**src/rtl/fix_msg_parse.sv**
```systemverilog
// FIX tag=value stream parser with per-field output and checksum verdict.
// Tag "10" fields are checked against the mod-256 sum of the preceding message.
module fix_msg_parse #(
  parameter int VALUE_BYTES = 8,
  parameter int TAG_BYTES   = 4
) (
  input  logic                     clk,
  input  logic                     rst,
  input  logic [7:0]               byte_i,
  input  logic                     byte_valid_i,
  output logic [31:0]              tag_o,
  output logic [2:0]               tag_len_o,
  output logic [8*VALUE_BYTES-1:0] val_o,
  output logic [3:0]               val_len_o,
  output logic                     field_valid_o,
  output logic                     msg_end_o,
  output logic                     chk_ok_o,
  output logic                     chk_err_o,
  output logic                     err_o
);

  localparam int VW = 8 * VALUE_BYTES;

  typedef enum logic [1:0] {
    S_TAG,
    S_VAL,
    S_CHK,
    S_DISC
  } state_t;

  state_t          r_state;
  logic [31:0]     r_tag;
  logic [2:0]      r_tag_cnt;
  logic [VW-1:0]   r_val;
  logic [3:0]      r_val_cnt;
  logic [7:0]      r_sum_run;
  logic [7:0]      r_sum_commit;
  logic [7:0]      r_chk_ref;
  logic [9:0]      r_chk_num;
  logic            r_bad;

  logic            w_soh;
  logic            w_eq;
  logic            w_digit_ok;
  logic            w_is10;
  logic            w_tag_full;
  logic            w_val_full;
  logic            w_chk_ok;
  logic [7:0]      w_sum_next;
  logic [13:0]     w_num_ext;
  logic [9:0]      w_num_sat;

  assign w_soh      = (byte_i == 8'h01);
  assign w_eq       = (byte_i == 8'h3D);
  assign w_digit_ok = (byte_i >= 8'h30) && (byte_i <= 8'h39);
  assign w_is10     = (r_tag_cnt == 3'd2) && (r_tag[15:0] == 16'h3031);
  assign w_tag_full = (r_tag_cnt == 3'(TAG_BYTES));
  assign w_val_full = (r_val_cnt == 4'(VALUE_BYTES));
  assign w_sum_next = r_sum_run + byte_i;
  assign w_num_ext  = 14'(r_chk_num) * 14'd10 + 14'(byte_i[3:0]);
  assign w_num_sat  = (w_num_ext > 14'd1023) ? 10'd1023 : w_num_ext[9:0];
  assign w_chk_ok   = (r_val_cnt == 4'd3) && !r_bad &&
                      (r_chk_num == {2'b00, r_chk_ref});

  always_ff @(posedge clk) begin
    if (rst) begin
      r_state       <= S_TAG;
      r_tag         <= '0;
      r_tag_cnt     <= '0;
      r_val         <= '0;
      r_val_cnt     <= '0;
      r_sum_run     <= '0;
      r_sum_commit  <= '0;
      r_chk_ref     <= '0;
      r_chk_num     <= '0;
      r_bad         <= 1'b0;
      tag_o         <= '0;
      tag_len_o     <= '0;
      val_o         <= '0;
      val_len_o     <= '0;
      field_valid_o <= 1'b0;
      msg_end_o     <= 1'b0;
      chk_ok_o      <= 1'b0;
      chk_err_o     <= 1'b0;
      err_o         <= 1'b0;
    end else begin
      field_valid_o <= 1'b0;
      msg_end_o     <= 1'b0;
      chk_ok_o      <= 1'b0;
      chk_err_o     <= 1'b0;
      err_o         <= 1'b0;
      if (byte_valid_i) begin
        if (r_state != S_CHK) begin
          r_sum_run <= w_sum_next;
          if (w_soh) r_sum_commit <= w_sum_next;
        end
        unique case (r_state)
          S_TAG: begin
            if (w_soh) begin
              err_o     <= 1'b1;
              r_tag     <= '0;
              r_tag_cnt <= '0;
            end else if (w_eq) begin
              if (r_tag_cnt == 3'd0) begin
                err_o   <= 1'b1;
                r_state <= S_DISC;
              end else if (w_is10) begin
                r_state   <= S_CHK;
                r_chk_ref <= r_sum_commit;
                r_chk_num <= '0;
                r_bad     <= 1'b0;
              end else begin
                r_state <= S_VAL;
              end
            end else if (w_tag_full) begin
              err_o   <= 1'b1;
              r_state <= S_DISC;
            end else begin
              for (int i = 0; i < TAG_BYTES; i++)
                if (r_tag_cnt == 3'(i)) r_tag[8*i +: 8] <= byte_i;
              r_tag_cnt <= r_tag_cnt + 3'd1;
            end
          end
          S_VAL, S_CHK: begin
            if (w_soh) begin
              tag_o         <= r_tag;
              tag_len_o     <= r_tag_cnt;
              val_o         <= r_val;
              val_len_o     <= r_val_cnt;
              field_valid_o <= 1'b1;
              r_tag         <= '0;
              r_tag_cnt     <= '0;
              r_val         <= '0;
              r_val_cnt     <= '0;
              r_state       <= S_TAG;
              if (r_state == S_CHK) begin
                msg_end_o    <= 1'b1;
                chk_ok_o     <= w_chk_ok;
                chk_err_o    <= !w_chk_ok;
                r_sum_run    <= '0;
                r_sum_commit <= '0;
                r_chk_num    <= '0;
                r_bad        <= 1'b0;
              end
            end else if (w_val_full) begin
              err_o   <= 1'b1;
              r_state <= S_DISC;
            end else begin
              for (int i = 0; i < VALUE_BYTES; i++)
                if (r_val_cnt == 4'(i)) r_val[8*i +: 8] <= byte_i;
              r_val_cnt <= r_val_cnt + 4'd1;
              if (r_state == S_CHK) begin
                if (w_digit_ok) r_chk_num <= w_num_sat;
                else            r_bad     <= 1'b1;
              end
            end
          end
          S_DISC: begin
            if (w_soh) begin
              r_tag     <= '0;
              r_tag_cnt <= '0;
              r_val     <= '0;
              r_val_cnt <= '0;
              r_state   <= S_TAG;
            end
          end
        endcase
      end
    end
  end

endmodule

```
**config.mk**
```make
export PLATFORM = sky130hd
export DESIGN_NAME = fix_msg_parse
export DESIGN_NICKNAME = d
export VERILOG_FILES = /design/src/rtl/fix_msg_parse.sv
export SDC_FILE = /design/constraint.sdc
export NUM_CORES = 1
export LEC_CHECK = 0
export ABC_AREA = 1
export CORE_MARGIN = 1
export CORE_UTILIZATION = 50
export DETAILED_ROUTE_END_ITERATION = 10
export PLACE_DENSITY_LB_ADDON = 0.2
export SYNTH_ARGS = -nofsm -noshare
export SYNTH_HDL_FRONTEND = slang
export SYNTH_SLANG_ARGS = --single-unit
```
**constraint.sdc**
```tcl
create_clock -name clk -period 2.53 [get_ports clk]
set_input_delay 0.3795 -clock clk [delete_from_list [all_inputs] [get_ports clk]]
set_output_delay 0.3795 -clock clk [all_outputs]
set_load 0.02 [all_outputs]
```
# After elaboration in Yosys (flattened, before gate mapping)
# Index checks and enable logic that the tools add are counted.
dict set report op_classes {
  addsub 4
  mul 1
  n_lt_le_gt_ge 3
  eq_ne 46
  muxes 78
  bitwise_logic 5
  reduce_logical 36
}
# operator count
set op_table {}
lappend op_table {{$mux 64} 3}
lappend op_table {{$mux 8} 21}
lappend op_table {{$mux 32} 4}
lappend op_table {{$pmux 64 s2} 1}
lappend op_table {{$mux 10} 10}
lappend op_table {{$reduce_and 5->1} 13}
lappend op_table {{$pmux 32 s2} 1}
lappend op_table {{$ne 3x3->1 const B} 19}
lappend op_table {{$pmux 10 s2} 1}
lappend op_table {{$reduce_and 9->1} 2}
lappend op_table {{$mux 1} 17}
lappend op_table {{$eq 16x14->1 const B} 1}
lappend op_table {{$eq 4x3->1 const B} 4}
lappend op_table {{$mux 2} 8}
lappend op_table {{$add 14x4->14} 1}
lappend op_table {{$gt 14x10->1 const B} 1}
lappend op_table {{$ne 2x2->1 const B} 7}
lappend op_table {{$mul 10x3->13 const B} 1}
lappend op_table {{$mux 3} 4}
lappend op_table {{$mux 4} 3}
lappend op_table {{$eq 10x8->1} 1}
lappend op_table {{$add 8x8->8} 1}
lappend op_table {{$eq 4x2->1 const B} 2}
lappend op_table {{$eq 8x1->1 const B} 1}
lappend op_table {{31 further kinds} 46}
dict set report word_totals {
  reg_bits 248
  input_bits 11
  output_inout_bits 108
  word_cells 202
}

# Logic depth before layout (Yosys ltp)
# Gate-level depths: netlist of run 1.
dict set report logic_depth {
  depth_word 9
  ltp_mapped 19
}

# Least setup slack after synthesis of run 1
# No wires, ideal clock.
dict set report synth_timing {
  kind {reg2reg}
  startpoint {reg r_chk_num[1]}
  endpoint {reg r_chk_num[0]}
  setup_ns 0.132
  t_arrival_ns 2.653
  t_required_ns 2.398
  path_slack_ns -0.255
  stages_incl_launch_ff 17
  path_buffers 0
  synth_period_minus_slack_ns 2.785
  cell_sequence {dfxtp_1 ha_1 ha_1 inv_1 fa_1 inv_1 nand3_1 nor2_1 nand3_1 nor2_1 nand2_1 nand2_1 nand2_1 nor2_1 nand3_1 nand2_1 a21oi_1}
}
dict set report synth_via {
  elab_chain_len 9
}
# element line
set synth_lines {}
lappend synth_lines {{from (decl)} 39} ;# logic [9:0] r_chk_num;
lappend synth_lines {{from (signal assigned)} 153} ;# if (w_digit_ok) r_chk_num <= w_num_sat;
lappend synth_lines {{$mul 10x3->13} 60} ;# assign w_num_ext = 14'(r_chk_num) * 14'd10 + 14'(byte_i[3:0]);
lappend synth_lines {{$add 14x4->14} 60}
lappend synth_lines {{$gt 14x10->1} 61} ;# assign w_num_sat = (w_num_ext > 14'd1023) ? 10'd1023 : w_num_ext[9:0];
lappend synth_lines {{$mux 10} 61}
lappend synth_lines {{$mux 10} 153}
lappend synth_lines {{$mux 10} 152} ;# if (r_state == S_CHK) begin
lappend synth_lines {{$mux 10} 145} ;# end else if (w_val_full) begin
lappend synth_lines {{$mux 10} 125} ;# if (w_soh) begin
lappend synth_lines {{$pmux 10 s2} 97} ;# unique case (r_state)
# No other way between the ends. The select of a mux whose other input is x is not followed.
# A chain may end at the register's enable or synchronous reset.

# Worst setup path after layout of run 1
dict set report layout_timing {
  startpoint {reg r_chk_num[3]}
  endpoint {reg r_chk_num[5]}
}
dict set report layout_via {
  elab_chain_len 9
}
# element line
set layout_lines {}
lappend layout_lines {{$mul 10x3->13 *} 60}
lappend layout_lines {{$add 14x4->14 *} 60}
lappend layout_lines {{$gt 14x10->1} 61}
lappend layout_lines {{$mux 10 *} 61}
lappend layout_lines {{$mux 10 *} 153}
lappend layout_lines {{$mux 10 *} 152}
lappend layout_lines {{$mux 10 *} 145}
lappend layout_lines {{$mux 10 *} 125}
lappend layout_lines {{$pmux 10 s2 *} 97}
# Mark *: on every way between the ends. The rest lies on a longest branch, timed or not. The select of a mux whose other input is x is not followed.

==> results of run 1 <==
-- worst min path at each step --
stage	from	to	slack [ns]	cells past startpoint
3_3_place_gp	r_val[37]	val_o[37]	0.44	2
4_1_cts	rst	val_o[30]	0.45	3
3_5_place_dp	r_val[9]	r_val[9]	0.45	2
2_1_floorplan	r_val[41]	val_o[41]	0.43	2
5_1_grt	rst	tag_o[13]	0.47	3
6_report	r_val[9]	val_o[9]	0.45	2
-- layout by cell type (no fill, tap or decap), drive strengths merged --
cell             n
or2              3
o31ai            1
bufinv           2
o22ai            2
o211ai           3
clkdlybuf4s50  117
nor2            75
dfxtp          248
xor2            13
nor4             4
a21oi          241
o21bai           1
nand4            4
a22o             1
o21ai          163
clkinv           9
xnor2            4
clkbuf          38
nor3b            1
a211oi          13
buf            120
nand3           43
or3              1
ha              40
a31oi            9
nor3             6
fa               3
inv            142
nand3b           5
nand2          253
-- per-stage QoR --
| step | TNS (ns) | hold WS (ns) | setup slack (ns) |
|---|---|---|---|
| finish | -1.17 | 0.453 | -0.170 |
| global route | -3.04 | 0.468 | -0.347 |
| CTS | -1.09 | 0.446 | -0.117 |
| detailed placement | -6.14 | 0.448 | -0.263 |
| global placement | -1.92 | 0.440 | -0.170 |
| floorplan | 0 | 0.430 | 0.0213 |
-- per-layer routing --
| metal | GRT usage [%] | vias up | part of all wire (%) |
|---|---|---|---|
| met5 | 0 | - | 0 |
| met1 | 34.3 | 4472 | 46 |
| li1 | - | 4852 | - |
| met2 | 40.0 | 275 | 46 |
| met3 | 3.32 | 46 | 5.7 |
| met4 | 6.67 | 0 | 2.0 |
-- cell type report --
class | instances | area (sq um) | share of cell area (%)
clock buffer | 38 | 776 | 5.60
tap | 270 | 338 | 2.44
inverter | 143 | 548 | 3.96
sequential | 248 | 4970 | 35.9
multi-input combinational | 889 | 4960 | 35.8
timing repair buffer | 237 | 2140 | 15.5
clock inverter | 10 | 115 | 0.831
-- critical path, delay by kind of cell, from the launching register on --
| kind | cells | cell delay [ns] |
|---|---|---|
| fa+ha+maj | 3 | 0.86 |
| simple gates | 10 | 1.15 |
| flops | 1 | 0.34 |
| compound gates | 1 | 0.07 |
| buf+inv | 2 | 0.13 |
-- registers in the layout (all words and copies together) (netlist names) --
signal         cells
r_tag             32
err_o              1
chk_err_o          1
tag_len_o          3
r_val_cnt          4
field_valid_o      1
msg_end_o          1
val_o             64
r_chk_ref          8
r_tag_cnt          3
r_sum_run          8
r_state            2
r_chk_num         10
r_val             64
r_bad              1
val_len_o          4
r_sum_commit       8
tag_o             32
chk_ok_o           1
-- Yosys cell counts --
cell	count	share of area (%)
a211oi_1	13	0.93
a21oi_1	239	11
a21oi_2	2	0.17
a22o_1	1	0.084
a31oi_1	2	0.12
a31oi_4	7	1.4
buf_2	22	1.1
buf_4	3	0.21
clkbuf_1	38	1.4
clkinv_4	1	0.084
dfxtp_1	248	47
fa_1	3	0.57
ha_1	40	4.8
inv_1	139	5.0
inv_2	2	0.072
inv_4	1	0.060
nand2_1	251	9.0
nand2_2	2	0.12
nand3_1	43	2.1
nand3b_1	5	0.36
nand4_1	4	0.24
nor2_1	67	2.4
nor2_2	5	0.30
nor2_4	1	0.11
nor3_1	5	0.24
nor3_4	1	0.16
nor3b_1	1	0.072
nor4_1	3	0.18
nor4_2	1	0.12
o211ai_1	2	0.14
o211ai_4	1	0.20
o21ai_0	147	7.0
o21ai_1	16	0.76
o21bai_1	1	0.072
o22ai_1	2	0.12
o31ai_1	1	0.072
or2_2	3	0.18
or3_1	1	0.060
xnor2_1	4	0.33
xor2_1	13	1.1
-- what timing repair did --
action,4_1_cts,5_1_grt
hold buffers,0,0
pin swaps,14,24
setup buffers,0,8
cloned,2,0
endpoints found under the setup margin,10,11
gates resized for setup,15,39
endpoints found under the hold margin,0,0
-- logic make-up after synthesis --
group	after synthesis	share of synthesized area [%]
xor+xnor	17	1.42
compound gates	434	22.5
simple gates	393	15.6
fa+ha+maj	43	5.35
buf+inv	206	7.82
flops	248	47.3
-- power by group --
group	total [mW]	switching (mW)	internal, mW
Combinational	2.90	1.80	1.10
Clock	3.87	1.54	2.33
Sequential	4.68	0.237	4.44
==> impl_metrics.env, run 1 <==
export IMPL_hold_class="flip-flop to flip-flop"
export IMPL_gp_congestion=0.933
export IMPL_worst_pin_slew_ns=0.716
export IMPL_diodes=0
export IMPL_crit_chain="ha_4 > ha_4 > inv_2 > fa_2 > inv_2 > nand3_4 > nor2_4 > nand3_4 > nor2_4 > nand2_1 > nand2_1 > nand2_2 > nor2_4 > nand3_1 > nand2_1 > a21oi_1"
export IMPL_rsz0062_at_grt="yes"
export IMPL_wl_per_cell_um=14.9
export IMPL_slew_violations=0
export IMPL_final_area_sq_um=13900
export IMPL_cp_arrival_ns=3.07
export IMPL_r2r_end="r_chk_num[5]"
export IMPL_antenna_found_initial=0
export IMPL_critPathMaxStageDelay_ns=0.47
export IMPL_die_y_um=147
export IMPL_synth_cell_types=40
export IMPL_grt_max_degree=126
export IMPL_power_total_mw=11.5
export IMPL_h_tree_depth=1
export IMPL_leakagePower_nw=5.66
export IMPL_final_util_pct=67.8
export IMPL_max_freq_ghz=0.370
export IMPL_syn2layout_area_growth_pct=32.1
export IMPL_finalClockSkew_ns=0.0335
export IMPL_syn_area_sq_um=10500
export IMPL_fillers=1723
export IMPL_start_util_pct=51.3
export IMPL_coreArea_sq_um=20400
export IMPL_drive_above_1_share_pct=15.8
export IMPL_crit_slowest_cell="fa_2"
export IMPL_vias=9645
export IMPL_yosysSeqAreaShare_pct=47.3
export IMPL_stdcell_count=1835
export IMPL_cts_buffer_depth=3
export IMPL_crit_start="r_chk_num[3]"
export IMPL_place_hpwl_um=18400
export IMPL_dp_cells=1777
export IMPL_yosys_warnings=0
export IMPL_crit_end="r_chk_num[5]"
export IMPL_overflow=0
export IMPL_dr_pass1_iters=5
export IMPL_drc=0
export IMPL_avgSynthCellArea_sq_um=7.82
export IMPL_crit_fanout=5
export IMPL_worstReg2RegStart="r_chk_num[3]"
export IMPL_r2r_slack_ns=-0.17
export IMPL_end_kind="flip-flop"
export IMPL_cts_sinks=248
export IMPL_cp_start_kind="flip-flop"
export IMPL_reg2regPathDepth=16
export IMPL_die_area_sq_um=21600
export IMPL_finalWorstSetupSlack_ns=-0.170
export IMPL_rows=52
export IMPL_grt_pass1_vias=8865
export IMPL_period_share_pct=107
export IMPL_drv_cap=0
export IMPL_synthesis_instances=1341
export IMPL_worstSetupPathType="flip-flop to flip-flop"
export IMPL_cts_root_buf="clkbuf_16"
export IMPL_vdd_ir_drop_max_v=0.000572
export IMPL_cts_tree="built"
export IMPL_dpl_instance_area_sq_um=12700
export IMPL_cts_buffers=26
export IMPL_drt_iter0_markers=555
export IMPL_power_density_nw_per_um2=826
export IMPL_failed_checks="negative setup slack"
export IMPL_synth_seq_cells=248
export IMPL_nNetsFinal=1599
export IMPL_relSlewSlack_pct=52.1
export IMPL_grt_pass1_wl_um=43800
export IMPL_final_hold_viol_count=0
export IMPL_io_pins=119
export IMPL_clk_latency_ns=0.54
export IMPL_die_x_um=147
export IMPL_viasPerCell=5.26
export IMPL_period_minus_slack_ns=2.70
export IMPL_required_ns=2.90
export IMPL_route_antenna_remaining_nets=0
export IMPL_path_clk_slew_ns=0.06
export IMPL_port_buffer_count=118
export IMPL_finalSetupViolations=10
export IMPL_syn_num_nets=1395
export IMPL_grtUsageTotal_pct=24.6
export IMPL_status="finished with violations"
export IMPL_totalWireLength_um=27300
Note: power is estimated with default switching activity, not from simulation.
==> inputs of run 2 (changes only) <==
--- a/config.mk
+++ b/config.mk
@@ -10,6 +10,7 @@
 export CORE_UTILIZATION = 50
 export DETAILED_ROUTE_END_ITERATION = 10
 export PLACE_DENSITY_LB_ADDON = 0.2
+export REMOVE_ABC_BUFFERS = 1
 export SYNTH_ARGS = -nofsm -noshare
 export SYNTH_HDL_FRONTEND = slang
 export SYNTH_SLANG_ARGS = --single-unit
==> run 2 against run 1 <==
Effect of this change:
- the flow still finishes with violations (negative setup slack)
- design area down 0.99%
- register-to-register slack improved by 0.03 ns
- critical path depth is 1 higher
- sequential cell count stayed put
- setup slack improved by 0.028 ns
- global-route usage down 0.35 points
- clock skew fell by 0.019 ns
- die area stayed put
- largest power group unchanged
==> impl_metrics.env, run 2 (synthesized netlist as in run 1, its figures left out) <==
export IMPL_grt_max_degree=101
export IMPL_fillers=1735
export IMPL_period_share_pct=106
export IMPL_diodes=0
export IMPL_dpl_instance_area_sq_um=12500
export IMPL_grtUsageTotal_pct=24.3
export IMPL_coreArea_sq_um=20400
export IMPL_path_clk_slew_ns=0.06
export IMPL_drt_iter0_markers=526
export IMPL_h_tree_depth=1
export IMPL_route_antenna_remaining_nets=0
export IMPL_finalClockSkew_ns=0.0148
export IMPL_top_regs="r_val x64, val_o x64"
export IMPL_final_hold_viol_count=0
export IMPL_finalWorstSetupSlack_ns=-0.143
export IMPL_worstSetupPathType="flip-flop to flip-flop"
export IMPL_cp_start_kind="flip-flop"
export IMPL_vdd_ir_drop_max_v=0.000618
export IMPL_worst_pin_slew_ns=1.06
export IMPL_power_density_nw_per_um2=855
export IMPL_layout_commonest_cell="dfxtp_1"
export IMPL_cts_sinks=248
export IMPL_finalSetupViolations=10
export IMPL_syn2layout_area_growth_pct=30.8
export IMPL_start_util_pct=51.3
export IMPL_rows=52
export IMPL_die_x_um=147
export IMPL_grt_pass1_wl_um=43200
export IMPL_die_area_sq_um=21600
export IMPL_viasPerCell=5.20
export IMPL_end_kind="flip-flop"
export IMPL_cp_arrival_ns=3.05
export IMPL_hold_class="input pin to flip-flop"
export IMPL_nNetsFinal=1586
export IMPL_io_pins=119
export IMPL_totalWireLength_um=26600
export IMPL_post_place_ws_ns=-0.260
export IMPL_relSlewSlack_pct=28.9
export IMPL_place_hpwl_um=17900
export IMPL_drv_cap=0
export IMPL_hold_buffers=0
export IMPL_final_util_pct=67.1
export IMPL_status="finished with violations"
export IMPL_cts_root_buf="clkbuf_16"
export IMPL_overflow=0
export IMPL_max_freq_ghz=0.374
export IMPL_drc=0
export IMPL_gp_congestion=0.848
export IMPL_holdWs_ns=0.225
export IMPL_cts_buffers=26
export IMPL_die_y_um=147
export IMPL_crit_fanout=5
export IMPL_final_area_sq_um=13700
export IMPL_clk_latency_ns=0.54
export IMPL_vias=9471
export IMPL_drive_above_1_share_pct=13.9
export IMPL_required_ns=2.90
export IMPL_cts_tree="built"
export IMPL_rsz0062_at_grt="yes"
export IMPL_grt_pass1_vias=8838
export IMPL_period_minus_slack_ns=2.67
export IMPL_final_cell_mix="245 x dfxtp_1, 244 x nand2_1, 237 x a21oi_1"
export IMPL_antenna_found_initial=0
export IMPL_slew_violations=0
export IMPL_power_total_mw=11.7
export IMPL_wl_per_cell_um=14.6
export IMPL_failed_checks="negative setup slack"
export IMPL_cts_buffer_depth=3
export IMPL_port_buffer_count=118
export IMPL_dr_pass1_iters=5
export IMPL_leakagePower_nw=5.60
run 2: worst paths after layout:
kind                              startpoint             to  slack [ns]  depth (start not counted)
worst max-delay path            r_chk_num[3]   r_chk_num[9]       -0.14                         17
worst min-delay path                     rst  field_valid_o        0.23                          3
worst max register to register  r_chk_num[3]   r_chk_num[9]       -0.14                         17
worst min register to register     r_val[60]      r_val[60]        0.45                          2
run 2: routing by layer:
layer	share of wire (%)	GRT usage (%)	wire, um	vias to the layer above
met5	0	0	0	-
met4	2.0	6.82	539	0
met3	4.5	3.01	1190	46
met2	47	40.2	12400	214
met1	47	33.3	12400	4386
li1	-	-	-	4825
run 2: final cells by class:
class	instances	area, sq um	area share, %
sequential	248	4970	36.2
tap	270	338	2.46
clock inverter	14	245	1.79
timing repair buffer	226	2060	15.0
multi-input combinational	887	4840	35.3
inverter	143	548	3.99
clock buffer	32	713	5.20
run 2: what timing repair did:
| action | 4_1_cts | 5_1_grt |
|---|---|---|
| pin swaps | 14 | 6 |
| setup endpoints to repair | 10 | 10 |
| buffers inserted | 5 | 1 |
| gates resized for setup | 32 | 15 |
| gates cloned | 2 | 0 |
run 2: report_power, final:
part	internal, mW	switching (mW)	leakage, nW
Sequential	4.44	0.234	2.01
Combinational	1.05	1.79	3.13
Clock	2.62	1.59	0.456
Total	8.11	3.61	5.60
run 2: through the flow:
stage,setup TNS [ns],std cells
global route,-2.67,1820
finish,-1.34,1820
floorplan,-102.33,1278
CTS,-0.451,1819
global placement,-15.56,1766
detailed placement,-20.59,1766
run 2: critical path: stages (launching register included):
cell	delay, ns
dfxtp_2	0.34
ha_4	0.24
ha_4	0.15
inv_2	0.05
fa_2	0.46
nor2_2	0.15
nand3_1	0.08
nand2_1	0.10
nand3b_1	0.14
nor2_2	0.16
nand2_1	0.06
nand2_1	0.07
nand2_2	0.06
nor2_4	0.14
buf_6	0.14
nand3_2	0.07
nand2_1	0.06
a21oi_1	0.05
==> inputs of run 3 (changes only) <==
--- a/config.mk
+++ b/config.mk
@@ -6,8 +6,10 @@
 export NUM_CORES = 1
 export LEC_CHECK = 0
 export ABC_AREA = 1
+export CELL_PAD_IN_SITES_DETAIL_PLACEMENT = 0
+export CELL_PAD_IN_SITES_GLOBAL_PLACEMENT = 2
 export CORE_MARGIN = 1
-export CORE_UTILIZATION = 50
+export CORE_UTILIZATION = 30
 export DETAILED_ROUTE_END_ITERATION = 10
 export PLACE_DENSITY_LB_ADDON = 0.2
 export REMOVE_ABC_BUFFERS = 1
==> constraint.sdc (replaced) <==
create_clock -name clk -period 2.53 [get_ports clk]
set_input_delay 0.3795 -clock clk [delete_from_list [all_inputs] [get_ports clk]]
set_output_delay 0.3795 -clock clk [all_outputs]
set_load 0.01 [all_outputs]
==> run 3 against run 2 <==
Effect of this change:
- the run still ends with negative setup slack left
- first-iteration DRC count decreased by 11%
- clock skew decreased by 0.0037 ns
- setup slack improved by 0.011 ns
- fmax increased by 0.42%
- hold slack improved by 0.12 ns
- die area increased by 66%
- count of clock-buffer cells in the layout increased by 16
==> impl_metrics.env, run 3 (synthesized netlist as in run 1, its figures left out) <==
export IMPL_nNetsFinal=1608
export IMPL_antenna_found_initial=0
export IMPL_internal_power_mw=8.23
export IMPL_grt_max_degree=103
export IMPL_crit_top_cell="nand2_1"
export IMPL_stdcell_count=2030
export IMPL_finalClockSkew_ns=0.0111
export IMPL_relSlewSlack_pct=57.1
export IMPL_drt_iter0_markers=470
export IMPL_path_clk_slew_ns=0.06
export IMPL_combinationalPowerShare_pct=24.4
export IMPL_switching_share_pct=30.9
export IMPL_overflow=0
export IMPL_viasPerCell=4.55
export IMPL_slew_violations=0
export IMPL_seq_area_sq_um=4970
export IMPL_clockPowerShare_pct=36.4
export IMPL_start_util_pct=30.4
export IMPL_cts_buffer_depth=3
export IMPL_power_total_mw=11.9
export IMPL_route_antenna_remaining_nets=0
export IMPL_worstSetupPathType="flip-flop to flip-flop"
export IMPL_failed_checks="negative setup slack"
export IMPL_io_pins=119
export IMPL_wl_per_cell_um=14.8
export IMPL_worst_pin_slew_ns=0.643
export IMPL_multi_input_area_sq_um=4820
export IMPL_vias=9244
export IMPL_drv_cap=0
export IMPL_h_tree_depth=1
export IMPL_finalSetupViolations=10
export IMPL_rsz0062_at_grt="yes"
export IMPL_crit_slowest_cell="fa_2"
export IMPL_cts_root_buf="clkbuf_16"
export IMPL_dr_pass1_iters=4
export IMPL_die_area_sq_um=35700
export IMPL_grt_pass1_wl_um=48100
export IMPL_end_kind="flip-flop"
export IMPL_grt_pass1_vias=8871
export IMPL_syn2layout_area_growth_pct=34.8
export IMPL_max_freq_ghz=0.376
export IMPL_die_x_um=189
export IMPL_power_density_nw_per_um2=843
export IMPL_fillers=3570
export IMPL_seqPwrFrac_pct=39.1
export IMPL_final_hold_viol_count=0
export IMPL_critPathMaxStageDelay_ns=0.46
export IMPL_layout_commonest_cell="nand2_1"
export IMPL_hold_buffers=0
export IMPL_rows=68
export IMPL_diodes=0
export IMPL_period_minus_slack_ns=2.66
export IMPL_place_hpwl_um=20600
export IMPL_final_cell_mix="246 x nand2_1, 243 x dfxtp_1, 239 x a21oi_1"
export IMPL_cts_sinks=248
export IMPL_power_net_switching_mw=3.69
export IMPL_cts_buffers=30
export IMPL_vdd_ir_drop_max_v=0.000528
export IMPL_totalWireLength_um=30100
export IMPL_drc=0
export IMPL_grtUsageTotal_pct=16.7
export IMPL_hold_class="input pin to flip-flop"
export IMPL_final_area_sq_um=14100
export IMPL_cp_start_kind="flip-flop"
export IMPL_cts_tree="built"
export IMPL_gp_congestion=0.799
export IMPL_period_share_pct=105
export IMPL_drive_above_1_share_pct=14.5
export IMPL_top_regs="r_val x64, val_o x64"
export IMPL_coreArea_sq_um=34500
export IMPL_post_place_ws_ns=-0.349
export IMPL_dpl_instance_area_sq_um=13000
export IMPL_required_ns=2.93
export IMPL_crit_chain="ha_4 > ha_4 > inv_2 > fa_2 > nor2_4 > nand2_1 > nand2_2 > nand3b_1 > nor2_4 > nand2_1 > nand2_1 > nand2_2 > nor2_4 > buf_6 > nand3_2 > nand2_1 > a21oi_1"
export IMPL_finalWorstSetupSlack_ns=-0.132
export IMPL_crit_fanout=5
export IMPL_port_buffer_count=118
export IMPL_cp_arrival_ns=3.07
export IMPL_dp_cells=1973
export IMPL_status="finished with violations"
export IMPL_die_y_um=189
export IMPL_clk_latency_ns=0.54
export IMPL_leakagePower_nw=5.74
## run 3: cell types whose count changed in the layout (fill, tap and decap cells not counted), sizes merged
| cell | before | now |
|---|---|---|
| buf | 109 | 127 |
| clkinv | 5 | 3 |
| clkbuf | 32 | 48 |
| bufinv | 6 | 2 |
| clkinvlp | 4 | 1 |
## run 3: area by class of cell
type,instances,share of cell area [%]
Tap cell,455,4.03
Timing Repair Buffer,244,15.7
Clock buffer,48,6.57
Clock inverter,5,0.575
Inverter,143,3.88
Sequential cell,248,35.2
Multi-Input combinational cell,887,34.1
## run 3: timing repair
action | in CTS | in global routing
resized for setup | 22 | 15
setup buffers | 2 | 1
pin swaps | 7 | 7
gates cloned | 1 | 0
endpoints found under the setup margin | 10 | 10
## run 3: final timing paths
check,endpoint,cells past startpoint,slack (ns),startpoint
max reg2reg,r_chk_num[5],17,-0.13,r_chk_num[1]
max,r_chk_num[5],17,-0.13,r_chk_num[1]
min reg2reg,r_val[51],2,0.45,r_val[51]
min,tag_o[29],3,0.34,rst
## run 3: routing by layer
metal	routed length [um]	share of wire [%]	global-route usage [%]
met3	1090	3.6	2.37
met2	13200	44	26.6
met1	15300	51	23.9
met4	439	1.5	3.44
met5	0	0	0
## run 3: power groups by stage
stage          clock network, mW  logic (mW)  registers, mW
4_1_cts                     4.49        2.94           4.67
3_5_place_dp                   0        2.93           4.75
3_3_place_gp                   0        2.92           4.75
6_report                    4.34        2.91           4.67
5_1_grt                     4.65        3.28           4.73
2_1_floorplan                  0        1.78           4.69
## run 3: through the flow
step	hold slack, ns	utilization [%]	TNS (ns)
final	0.343	41.0	-1.12
after global routing	0.366	41.0	-3.17
after CTS	0.381	40.8	-1.10
after detailed placement	0.450	37.6	-30.85
after global placement	0.441	37.6	-23.06
after floorplan	0.431	-	-102.33
## run 3: critical path, delay by kind of cell (launching register included)
kind,cells,cell delay (ns)
AND/OR/NAND/NOR,11,1.08
buffers and inverters,2,0.19
flip-flops,1,0.34
AO/OA/AOI/OAI,1,0.06
adder cells (fa/ha/maj),3,0.86
